`src/rtl/uart_tx_arbiter_if.sv`:
```
// Requester byte streams, UART bus write channel and arbiter status, bundled for uart_tx_arbiter.
// master: arbiter side. slave: requesters, UART bus and status observers.
interface uart_tx_arbiter_if;
   logic        req0_valid;
   logic        req0_ready;
   logic [7:0]  req0_data;
   logic        req0_last;
   logic        req1_valid;
   logic        req1_ready;
   logic [7:0]  req1_data;
   logic        req1_last;
   logic        m_valid;
   logic        m_ready;
   logic [3:0]  m_wstrb;
   logic [31:0] m_addr;
   logic [31:0] m_wdata;
   logic [1:0]  grant;
   logic        busy;

   modport master (
      input  req0_valid, req0_data, req0_last,
      input  req1_valid, req1_data, req1_last,
      input  m_ready,
      output req0_ready, req1_ready,
      output m_valid, m_wstrb, m_addr, m_wdata,
      output grant, busy
   );

   modport slave (
      output req0_valid, req0_data, req0_last,
      output req1_valid, req1_data, req1_last,
      output m_ready,
      input  req0_ready, req1_ready,
      input  m_valid, m_wstrb, m_addr, m_wdata,
      input  grant, busy
   );
endinterface

```
`src/rtl/uart_tx_arbiter.sv`:
```
// Round-robin, packet-locked arbiter feeding two byte streams into UART data-register writes; programs the divider after reset.
// Latency: byte accepted in IDLE, bus write issued next cycle; at most one byte per 2 cycles.
// Backpressure: m_ready low stalls in WRITE with req*_ready low. Optional lock timeout: UART_TX_ARB_TIMEOUT_EN.
module uart_tx_arbiter #(
   parameter logic [31:0] CLK_DIV   = 32'd104,
   parameter logic [31:0] BASE_ADDR = 32'h0200_0000
`ifdef UART_TX_ARB_TIMEOUT_EN
   ,
   parameter logic [15:0] LOCK_TIMEOUT = 16'd1000
`endif
) (
   input  logic               clk,
   input  logic               reset,
   uart_tx_arbiter_if.master  bus
);

   typedef enum logic [1:0] {
      ST_CFG   = 2'd0,
      ST_IDLE  = 2'd1,
      ST_WRITE = 2'd2
   } state_t;

   state_t      state_q, state_d;
   logic        m_valid_q, m_valid_d;
   logic [31:0] m_addr_q, m_addr_d;
   logic [31:0] m_wdata_q, m_wdata_d;
   logic [3:0]  m_wstrb_q, m_wstrb_d;
   logic [1:0]  grant_q, grant_d;
   logic        lock_q, lock_d;
   logic        rr_ptr_q, rr_ptr_d;
   logic        last_q, last_d;

   logic        owner;
   logic        cand;
   logic        cand_vld;
   logic [7:0]  cand_data;
   logic        cand_last;
   logic        accept;
   logic        timeout_hit;

   // grant is one-hot, so bit 1 alone names the owner while locked
   assign owner = grant_q[1];

   always_comb begin
      cand = 1'b0;
      if (lock_q)
         cand = owner;
      else if (bus.req0_valid && bus.req1_valid)
         cand = rr_ptr_q;
      else
         cand = bus.req1_valid;
      cand_vld  = cand ? bus.req1_valid : bus.req0_valid;
      cand_data = cand ? bus.req1_data  : bus.req0_data;
      cand_last = cand ? bus.req1_last  : bus.req0_last;
   end

`ifdef UART_TX_ARB_TIMEOUT_EN
   logic [15:0] lock_cnt_q, lock_cnt_d;

   assign timeout_hit = (state_q == ST_IDLE) && lock_q && (lock_cnt_q == LOCK_TIMEOUT);

   always_comb begin
      lock_cnt_d = lock_cnt_q;
      if (accept || timeout_hit)
         lock_cnt_d = 16'd0;
      else if ((state_q == ST_IDLE) && lock_q && !cand_vld)
         lock_cnt_d = lock_cnt_q + 16'd1;
   end

   always_ff @(posedge clk) begin
      if (reset)
         lock_cnt_q <= 16'd0;
      else
         lock_cnt_q <= lock_cnt_d;
   end
`else
   assign timeout_hit = 1'b0;
`endif

   // the release cycle of a timed-out lock accepts nothing
   assign accept         = (state_q == ST_IDLE) && cand_vld && !timeout_hit;
   assign bus.req0_ready = accept && !cand;
   assign bus.req1_ready = accept && cand;

   always_comb begin
      state_d   = state_q;
      m_valid_d = m_valid_q;
      m_addr_d  = m_addr_q;
      m_wdata_d = m_wdata_q;
      m_wstrb_d = m_wstrb_q;
      grant_d   = grant_q;
      lock_d    = lock_q;
      rr_ptr_d  = rr_ptr_q;
      last_d    = last_q;
      case (state_q)
         ST_CFG: begin
            if (!m_valid_q) begin
               m_valid_d = 1'b1;
               m_addr_d  = BASE_ADDR;
               m_wstrb_d = 4'hF;
               m_wdata_d = CLK_DIV;
            end else if (bus.m_ready) begin
               m_valid_d = 1'b0;
               state_d   = ST_IDLE;
            end
         end
         ST_IDLE: begin
            if (timeout_hit) begin
               lock_d   = 1'b0;
               grant_d  = 2'b00;
               rr_ptr_d = ~owner;
            end else if (accept) begin
               last_d    = cand_last;
               grant_d   = cand ? 2'b10 : 2'b01;
               lock_d    = !cand_last;
               m_valid_d = 1'b1;
               m_addr_d  = BASE_ADDR + 32'd4;
               m_wstrb_d = 4'b0001;
               m_wdata_d = {24'h0, cand_data};
               state_d   = ST_WRITE;
            end
         end
         ST_WRITE: begin
            if (m_valid_q && bus.m_ready) begin
               m_valid_d = 1'b0;
               state_d   = ST_IDLE;
               if (last_q) begin
                  lock_d   = 1'b0;
                  grant_d  = 2'b00;
                  rr_ptr_d = ~owner;
               end
            end
         end
         default: state_d = ST_CFG;
      endcase
   end

   always_ff @(posedge clk) begin
      if (reset) begin
         state_q   <= ST_CFG;
         m_valid_q <= 1'b0;
         m_addr_q  <= 32'h0;
         m_wdata_q <= 32'h0;
         m_wstrb_q <= 4'h0;
         grant_q   <= 2'b00;
         lock_q    <= 1'b0;
         rr_ptr_q  <= 1'b0;
         last_q    <= 1'b0;
      end else begin
         state_q   <= state_d;
         m_valid_q <= m_valid_d;
         m_addr_q  <= m_addr_d;
         m_wdata_q <= m_wdata_d;
         m_wstrb_q <= m_wstrb_d;
         grant_q   <= grant_d;
         lock_q    <= lock_d;
         rr_ptr_q  <= rr_ptr_d;
         last_q    <= last_d;
      end
   end

   assign bus.m_valid = m_valid_q;
   assign bus.m_addr  = m_addr_q;
   assign bus.m_wdata = m_wdata_q;
   assign bus.m_wstrb = m_wstrb_q;
   assign bus.grant   = grant_q;
   assign bus.busy    = (state_q != ST_IDLE);

endmodule

```
`src/flat_wrapper.sv`:
```
// flat-port wrapper written by rule: the top's interface ports become plain ports
module uart_tx_arbiter_flat 
#(
   parameter logic [31:0] CLK_DIV   = 32'd104,
   parameter logic [31:0] BASE_ADDR = 32'h0200_0000

)
  (clk, reset, bus_req0_valid, bus_req0_data, bus_req0_last, bus_req1_valid, bus_req1_data, bus_req1_last, bus_m_ready, bus_req0_ready, bus_req1_ready, bus_m_valid, bus_m_wstrb, bus_m_addr, bus_m_wdata, bus_grant, bus_busy);
  uart_tx_arbiter_if bus_i ();
  input  logic clk;
  input  logic reset;
  input wire logic [$bits(bus_i.req0_valid)-1:0] bus_req0_valid;
  input wire logic [$bits(bus_i.req0_data)-1:0] bus_req0_data;
  input wire logic [$bits(bus_i.req0_last)-1:0] bus_req0_last;
  input wire logic [$bits(bus_i.req1_valid)-1:0] bus_req1_valid;
  input wire logic [$bits(bus_i.req1_data)-1:0] bus_req1_data;
  input wire logic [$bits(bus_i.req1_last)-1:0] bus_req1_last;
  input wire logic [$bits(bus_i.m_ready)-1:0] bus_m_ready;
  output wire logic [$bits(bus_i.req0_ready)-1:0] bus_req0_ready;
  output wire logic [$bits(bus_i.req1_ready)-1:0] bus_req1_ready;
  output wire logic [$bits(bus_i.m_valid)-1:0] bus_m_valid;
  output wire logic [$bits(bus_i.m_wstrb)-1:0] bus_m_wstrb;
  output wire logic [$bits(bus_i.m_addr)-1:0] bus_m_addr;
  output wire logic [$bits(bus_i.m_wdata)-1:0] bus_m_wdata;
  output wire logic [$bits(bus_i.grant)-1:0] bus_grant;
  output wire logic [$bits(bus_i.busy)-1:0] bus_busy;
  assign bus_i.req0_valid = bus_req0_valid;
  assign bus_i.req0_data = bus_req0_data;
  assign bus_i.req0_last = bus_req0_last;
  assign bus_i.req1_valid = bus_req1_valid;
  assign bus_i.req1_data = bus_req1_data;
  assign bus_i.req1_last = bus_req1_last;
  assign bus_i.m_ready = bus_m_ready;
  assign bus_req0_ready = bus_i.req0_ready;
  assign bus_req1_ready = bus_i.req1_ready;
  assign bus_m_valid = bus_i.m_valid;
  assign bus_m_wstrb = bus_i.m_wstrb;
  assign bus_m_addr = bus_i.m_addr;
  assign bus_m_wdata = bus_i.m_wdata;
  assign bus_grant = bus_i.grant;
  assign bus_busy = bus_i.busy;
  uart_tx_arbiter #(.CLK_DIV(CLK_DIV), .BASE_ADDR(BASE_ADDR)) u_core (.clk(clk), .reset(reset), .bus(bus_i));
endmodule
```
`config.mk`:
```
export PLATFORM = sky130hd
export DESIGN_NAME = uart_tx_arbiter_flat
export DESIGN_NICKNAME = d
export VERILOG_FILES = /design/src/rtl/uart_tx_arbiter_if.sv /design/src/rtl/uart_tx_arbiter.sv /design/src/flat_wrapper.sv
export SDC_FILE = /design/constraint.sdc
export NUM_CORES = 1
export LEC_CHECK = 0
export CAP_MARGIN = 15
export CELL_PAD_IN_SITES_DETAIL_PLACEMENT = 1
export CELL_PAD_IN_SITES_GLOBAL_PLACEMENT = 2
export CORE_MARGIN = 5
export CORE_UTILIZATION = 17
export DETAILED_ROUTE_END_ITERATION = 6
export PLACE_DENSITY = 0.73
export SYNTH_ARGS = -nofsm -noshare
export SYNTH_HDL_FRONTEND = slang
export SYNTH_SLANG_ARGS = --single-unit
```
`constraint.sdc`:
```
create_clock -name clk -period 1.5 [get_ports clk]
set_input_delay 0.375 -clock clk [delete_from_list [all_inputs] [get_ports clk]]
set_output_delay 0.375 -clock clk [all_outputs]
set_load 0.1 [all_outputs]
```
After elaboration in Yosys (flattened, before gate mapping)
Index checks and enable logic that the tools add are counted.
- bits in registers: 76
- input bits: 23
- output and inout bits: 74
- logic and storage cells: 69
- equal/unequal tests: 9
- multiplexer cells: 33
- bitwise logic cells: 1
- reductions and logical operators: 17
- operator list (operator ; number):
    32-bit two-way mux ; 4
    32-bit one-hot mux with 2 select lines ; 2
    2-bit two-way mux ; 8
    1-bit two-way mux ; 11
    2-bit by 1-bit inequality test with 1-bit output (second input constant) ; 5
    3-bit AND reduction ; 3
    4-bit two-way mux ; 2
    8-bit two-way mux ; 1
    4-bit one-hot mux with 2 select lines ; 1
    4-bit AND reduction ; 2
    2-bit one-hot mux with 3 select lines ; 1
    1-bit logical AND ; 5
    2-bit inequality test (second input constant) ; 2
    2-bit one-hot mux with 2 select lines ; 1
    2-bit nonzero test ; 2
    1-bit one-hot mux with 3 select lines ; 1
    3-bit nonzero test ; 1
    2-bit by 1-bit == test with 1-bit output (second input constant) ; 1
    2-bit == test (second input constant) ; 1
    1-bit logical NOT ; 2
    2-bit logical NOT ; 1
    1-bit one-hot mux with 2 select lines ; 1
    2-bit AND reduction ; 1
    1-bit inverter ; 1

Depth between registers and ports, before layout
- depth after elaboration: 7
- gate-level depth with buffers: 7
- mapped depth without buffers: 6

Least setup slack after synthesis
No wires, ideal clock.
- path kind: register -> output
- from: register u_core.grant_q[1] (netlist: u_core.bus.grant[1])
- to: output bus_req1_ready
- data arrival time: 2795 ps
- data required time: 1125 ps
- path slack: -1670 ps
- stages on the path, launching flop included: 5
- buffers on the path: 1
- cells stage by stage: dfxtp_1 > and2_2 > a21oi_2 > buf_4 > nor2_1
- word-level cells in the longest chain between the ends: 4
- RTL lines (what ; RTL line ; RTL):
    start, declared ; uart_tx_arbiter.sv:28 ; logic [1:0] grant_q, grant_d;
    start signal, assigned ; uart_tx_arbiter.sv:155 ; grant_q <= grant_d;
    1-bit two-way mux * ; uart_tx_arbiter.sv:46 ; if (lock_q)
    1-bit two-way mux ; uart_tx_arbiter.sv:52 ; cand_vld = cand ? bus.req1_valid : bus.req0_valid;
    1-bit logical AND ; uart_tx_arbiter.sv:81 ; assign accept = (state_q == ST_IDLE) && cand_vld && !timeout_hit;
    1-bit logical AND * ; uart_tx_arbiter.sv:83 ; assign bus.req1_ready = accept && cand;
    end, declared ; flat_wrapper.sv:20 ; output wire logic [$bits(bus_i.req1_ready)-1:0] bus_req1_ready;
Every way passes the cells marked *; elsewhere a longest branch is shown, timed or not.

Worst setup path after layout
- from: register u_core.lock_q
- to: output bus_req1_ready
- word-level cells in the longest chain between the ends: 4
- RTL lines (what ; RTL line ; RTL):
    start, declared ; uart_tx_arbiter.sv:29 ; logic lock_q, lock_d;
    start signal, assigned ; uart_tx_arbiter.sv:156 ; lock_q <= lock_d;
    1-bit two-way mux * ; uart_tx_arbiter.sv:46 ;
    1-bit two-way mux ; uart_tx_arbiter.sv:52 ;
    1-bit logical AND ; uart_tx_arbiter.sv:81 ;
    1-bit logical AND * ; uart_tx_arbiter.sv:83 ;
Marks and branches as above.

==> flow_metrics.tcl <==
set metrics [dict create \
    cp-end-kind "primary output" \
    critPathRequiredTime_ps 1120 \
    nets 286 \
    grt_pass1_vias 1503 \
    antennaDiodeCount 0 \
    r2r-start "u_core.state_q[1]" \
    cts_buffers 3 \
    core_area_sq_um 8678 \
    dieHeight_um 104.3 \
    overflow 0 \
    syn_area_sq_um 1511 \
    ys_seq_area_share_pct 25.17 \
    routed_wirelength_um 5151 \
    layout_commonest_cell "conb_1" \
    ant_nets 0 \
    viasPerCell 3.836 \
    hold_viol_final 0 \
    fin_ws_ps -230.1 \
    setup.worst_path.class "flip-flop to primary output" \
    rr_endpoint "u_core.bus.m_wdata[5]" \
    ys_warn_count 0 \
    antenna_found_initial 0 \
    power.density_nw_per_um2 1138 \
    finalSetupViolCount 18 \
    cts_root_buf "clkbuf_8" \
    synth_compound_area_share_pct 22.19 \
    clock_sinks 19 \
    post-route-drc-count 0 \
    wl_per_cell_um 14.07 \
    violations "setup timing" \
    hold_path_end "u_core.rr_ptr_q" \
    multi_input_area_sq_um 1105 \
    fin_crit_ps 1730 \
    ys.flop_type "dfxtp_1" \
    synth_cells 172 \
    ff2ff_setup_slack_ps -190 \
    cts_tree "built" \
    grt_pass1_wl_um 7672 \
    fp.dieW_um 104.3 \
    status "finished, violations left" \
    synth_xor_area_share_pct 0 \
    hold_class "flip-flop to flip-flop" \
    synth-simple-area-share_pct 10.84 \
    row_count 34 \
    whs_path_depth 2 \
    drive_gt1_share_pct 46.90 \
    path_clk_slew_ps 80 \
    finalMaxSlewViolations 0 \
    finClkSkew_ps 0.7296 \
    rsz0062_at_grt "true" \
    drt_pass1_iterations 4 \
    final_core_util_pct 31.30 \
    numPortBuffers 42 \
    h-tree-depth 1 \
    avgSynthCellArea_sq_um 8.788 \
    place_congestion 0.7705 \
    crit_fanout 6 \
    vias 1404 \
    hold_buffers 0 \
    register_area_sq_um 399.1 \
    clockBufferDepth 2 \
    fmax_mhz 578.0 \
    fin_crit_sh_pct 115.3 \
    tns_ps -2573 \
    ir_drop_mv 0.3989 \
    dr.first_iter.drc_count 36 \
    ios 97 \
    grt_max_degree 12 \
    hpwl_um 3839 \
    critPathLaunchType "flip-flop" \
    async_flop_share_pct 0 \
    postSynthRegisterBits 19 \
    fill_cells 1010 \
    dieArea_sq_um 10880 \
    drv_cap 0 \
    layout_common_cells "conb_1 (54), buf_4 (38), buf_12 (20)" \
    initial_core_util_pct 17.42 \
    ff2ff_path_depth 8 \
    synth_mux_area_share_pct 7.285 \
    cp_data_arrival_time_ps 1360 \
    synthDistinctLibCells 39 \
    area_growth_syn_to_layout_pct 79.72 \
    grt_use_total_pct 8.613 \
    synth_edf_count 0 \
    min_from "u_core.rr_ptr_q" \
    synth_top_family_by_area "buffers and inverters" \
    synthAdderAreaFrac_pct 3.311 \
    clk_latency_ps 260 \
    p_leak_nw 1.185 \
]
## report_power, final
group          switching (W)  internal, W
Combinational        0.00142     0.000643
Clock               0.000187     0.000185
Sequential         0.0000931     0.000565
## kinds of logic after synthesis
family	Yosys count
buffers and inverters	66
AO/OA/AOI/OAI	41
AND/OR/NAND/NOR	30
flip-flops	19
multiplexers	11
adder cells (fa/ha/maj)	4
other	1
## flip-flops by register name, indices dropped and copies added (netlist names)
register / cells
u_core.last_q: 1
u_core.bus.grant: 2
u_core.bus.m_wstrb: 2
u_core.lock_q: 1
u_core.state_q: 2
u_core.bus.m_valid: 1
u_core.bus.m_wdata: 8
u_core.bus.m_addr: 1
u_core.rr_ptr_q: 1
## final cells by class
class / instances / share of cell area [%]
multi-input cells: 140 / 40.67
repair buffers: 89 / 36.99
flip-flops and latches: 19 / 14.69
well taps: 108 / 4.975
clock buffers: 3 / 1.520
inverters: 6 / 0.9673
clock inverters: 1 / 0.1842
## cells in the mapped netlist, drive strengths merged, types with 3 or more instances
master / count / area (sq um)
nand2b: 3 / 18.77
a311oi: 3 / 26.28
nand2: 7 / 26.28
a211oi: 3 / 22.52
inv: 6 / 22.52
mux2i: 11 / 110.1
dfxtp: 19 / 380.4
ha: 4 / 50.05
a21o: 4 / 31.28
and2: 3 / 20.02
nor2: 7 / 26.28
a21oi: 11 / 58.81
nor2b: 3 / 21.27
buf: 60 / 445.4
o21a: 4 / 30.03
o2bb2ai: 5 / 43.79
## per-layer routing
layer	up-vias	part of all wire, %	track usage, %
li1	666	-	-
met1	681	36	9.449
met2	49	57	16.43
met3	8	4.7	0.9932
met4	0	2.6	3.608
met5	-	0	0
## worst max-delay path: stages (launching register included)
cell and delay [ps]:
dfxtp_4 370, buf_4 140, nor2b_4 150, a21oi_4 90
nor2_4 150, buf_12 180
## what timing repair did
item | in CTS | in global routing
pin swaps | 19 | 8
setup endpoints to repair | 21 | 20
resized for setup | 38 | 16
buffers inserted | 12 | 4
## metrics by stage
stage | setup slack (ps) | instance area (sq um) | instances | total power [W] | hold slack, ps
after floorplan | -317.1 | 1793 | 225 | 0.002105 | 473.1
after global placement | -496.5 | 2337 | 347 | 0.002517 | 487.1
after detailed placement | -542.4 | 2337 | 347 | 0.002531 | 505.3
after CTS | -236.0 | 2614 | 363 | 0.003040 | 516.5
after global routing | -275.0 | 2716 | 366 | 0.003200 | 533.8
final | -230.1 | 2716 | 366 | 0.003092 | 508.7
## how the worst max path moves through the flow
stage | slack [ps] | depth (start not counted) | start | endpoint
detailed placement | -540 | 7 | bus_req0_valid | u_core.bus.m_wdata[5]
floorplan | -320 | 4 | u_core.bus.grant[1] | bus_req0_ready
CTS | -240 | 6 | u_core.lock_q | bus_req1_ready
global placement | -500 | 6 | bus_req0_valid | u_core.state_q[0]
global route | -270 | 5 | u_core.lock_q | bus_req1_ready
finish | -230 | 5 | u_core.lock_q | bus_req1_ready
No activity file was read; power rests on OpenSTA's default activity.
==> RTL edit, RTL diff (config.mk and constraints unchanged) <==
The option `UART_TX_ARB_TIMEOUT_EN` is turned on by a define.
--- a/src/rtl/uart_tx_arbiter.sv
+++ b/src/rtl/uart_tx_arbiter.sv
@@ -1,6 +1,8 @@
 // Round-robin, packet-locked arbiter feeding two byte streams into UART data-register writes; programs the divider after reset.
 // Latency: byte accepted in IDLE, bus write issued next cycle; at most one byte per 2 cycles.
 // Backpressure: m_ready low stalls in WRITE with req*_ready low. Optional lock timeout: UART_TX_ARB_TIMEOUT_EN.
+`define UART_TX_ARB_TIMEOUT_EN
+
 module uart_tx_arbiter #(
    parameter logic [31:0] CLK_DIV   = 32'd104,
    parameter logic [31:0] BASE_ADDR = 32'h0200_0000
Check against the original RTL: no difference found for any inputs over 10 cycles, from zero or initial values and one cycle with reset high; that may be too few to reach the edited logic, so the function may still have changed.
==> RTL edit against the unedited design <==
- the run still ends with negative setup slack left
- total power rose by 95%
- via count rose by 48%
- worst setup slack got worse by 0.48 ns
- global-route usage grew 0.28 points
- maximum frequency down 22%
- final area increased by 40%
- area after synthesis up 51%
- sequential cell count rose by 16
- count of clock-buffer cells in the layout increased by 3
- sequential power increased by 90%
- first-iteration DRC count fell by 14%
- clock power rose to 3.4 times the old value
- wire length up 43%
- utilization fell by 2.4 points
- critical path type unchanged
- highest routed layer unchanged
==> RTL edit: results <==
metrics = {
    "cells_and_area": {
        "multi_input_area_share_pct": 39.3,
        "area_growth_pct": 67.7,
        "n_clock_buffer": 6,
        "layout.nonclk_buf_share_pct": 30.6,
    },
    "place": {
        "dpl_cell_area_um2": 3310,
    },
    "global_routing": {
        "met1_usage_pct": 9.44,
        "grt_first_pass_wirelength_um": 11600,
    },
    "critical_path": {
        "r2r_start": "u_core.lock_cnt_q[13]",
    },
    "cts": {
        "numCtsBuffers": 5,
        "clk_latency_ns": 0.28,
        "clkTransAtPathRegs_ns": 0.06,
    },
    "routing": {
        "met1_length_um": 2840,
        "met3WireLength_um": 532,
        "route.met2.wl_um": 3930,
        "vias": 2076,
    },
    "power": {
        "cellLeakagePower_nw": 1.64,
        "p_int_mw": 3.06,
    },
    "synthesis": {
        "ys_top_cells_by_area": "dfxtp_1, buf_4, xor2_1, nor2_1, mux2i_1",
        "synthMuxAreaShare_pct": 6.49,
        "synth-seq-area-share_pct": 30.8,
        "synth_seq_cells": 35,
    },
    "sta": {
        "fin_tns_setup_ns": -16.23,
        "fin_ws_ns": -0.711,
        "finalSetupViolCount": 38,
    },
    "worst_hold_path": {
        "min_from": "u_core.last_q",
    },
    "run_status": {
        "status": "finished, violations left",
        "violations": "negative setup slack",
    },
}
-- RTL edit: changes by cell type in the layout (fill, tap and decap cells not counted), moves of 5 or more --
cell,delta
dfxtp_1,+16
buf_4,+14
nand2_1,+14
xor2_1,+10
nand3_1,+8
nor2_1,+8
inv_1,+6
mux2_2,+6
nor2_4,+6
and2b_1,+5
clkbuf_16,+5
xnor2_1,+5
-- RTL edit: final timing paths --
check / end / cells after the start
max: bus_req1_ready / 5
min: u_core.last_q / 2
max reg2reg: u_core.bus.m_wdata[4] / 7
min reg2reg: u_core.last_q / 2
-- RTL edit: timing repair --
| action | 4_1_cts | 5_1_grt |
|---|---|---|
| gates resized for setup | 47 | 14 |
| cloned | 3 | 0 |
| buffers inserted | 8 | 6 |
| pin swaps | 25 | 13 |
| endpoints found under the setup margin | 38 | 38 |
-- RTL edit: cell families after synthesis --
logic type,after synthesis
other cells,1
xor+xnor,15
compound gates,35
fa+ha+maj,6
simple gates,81
mux,14
flops,35
buf+inv,75
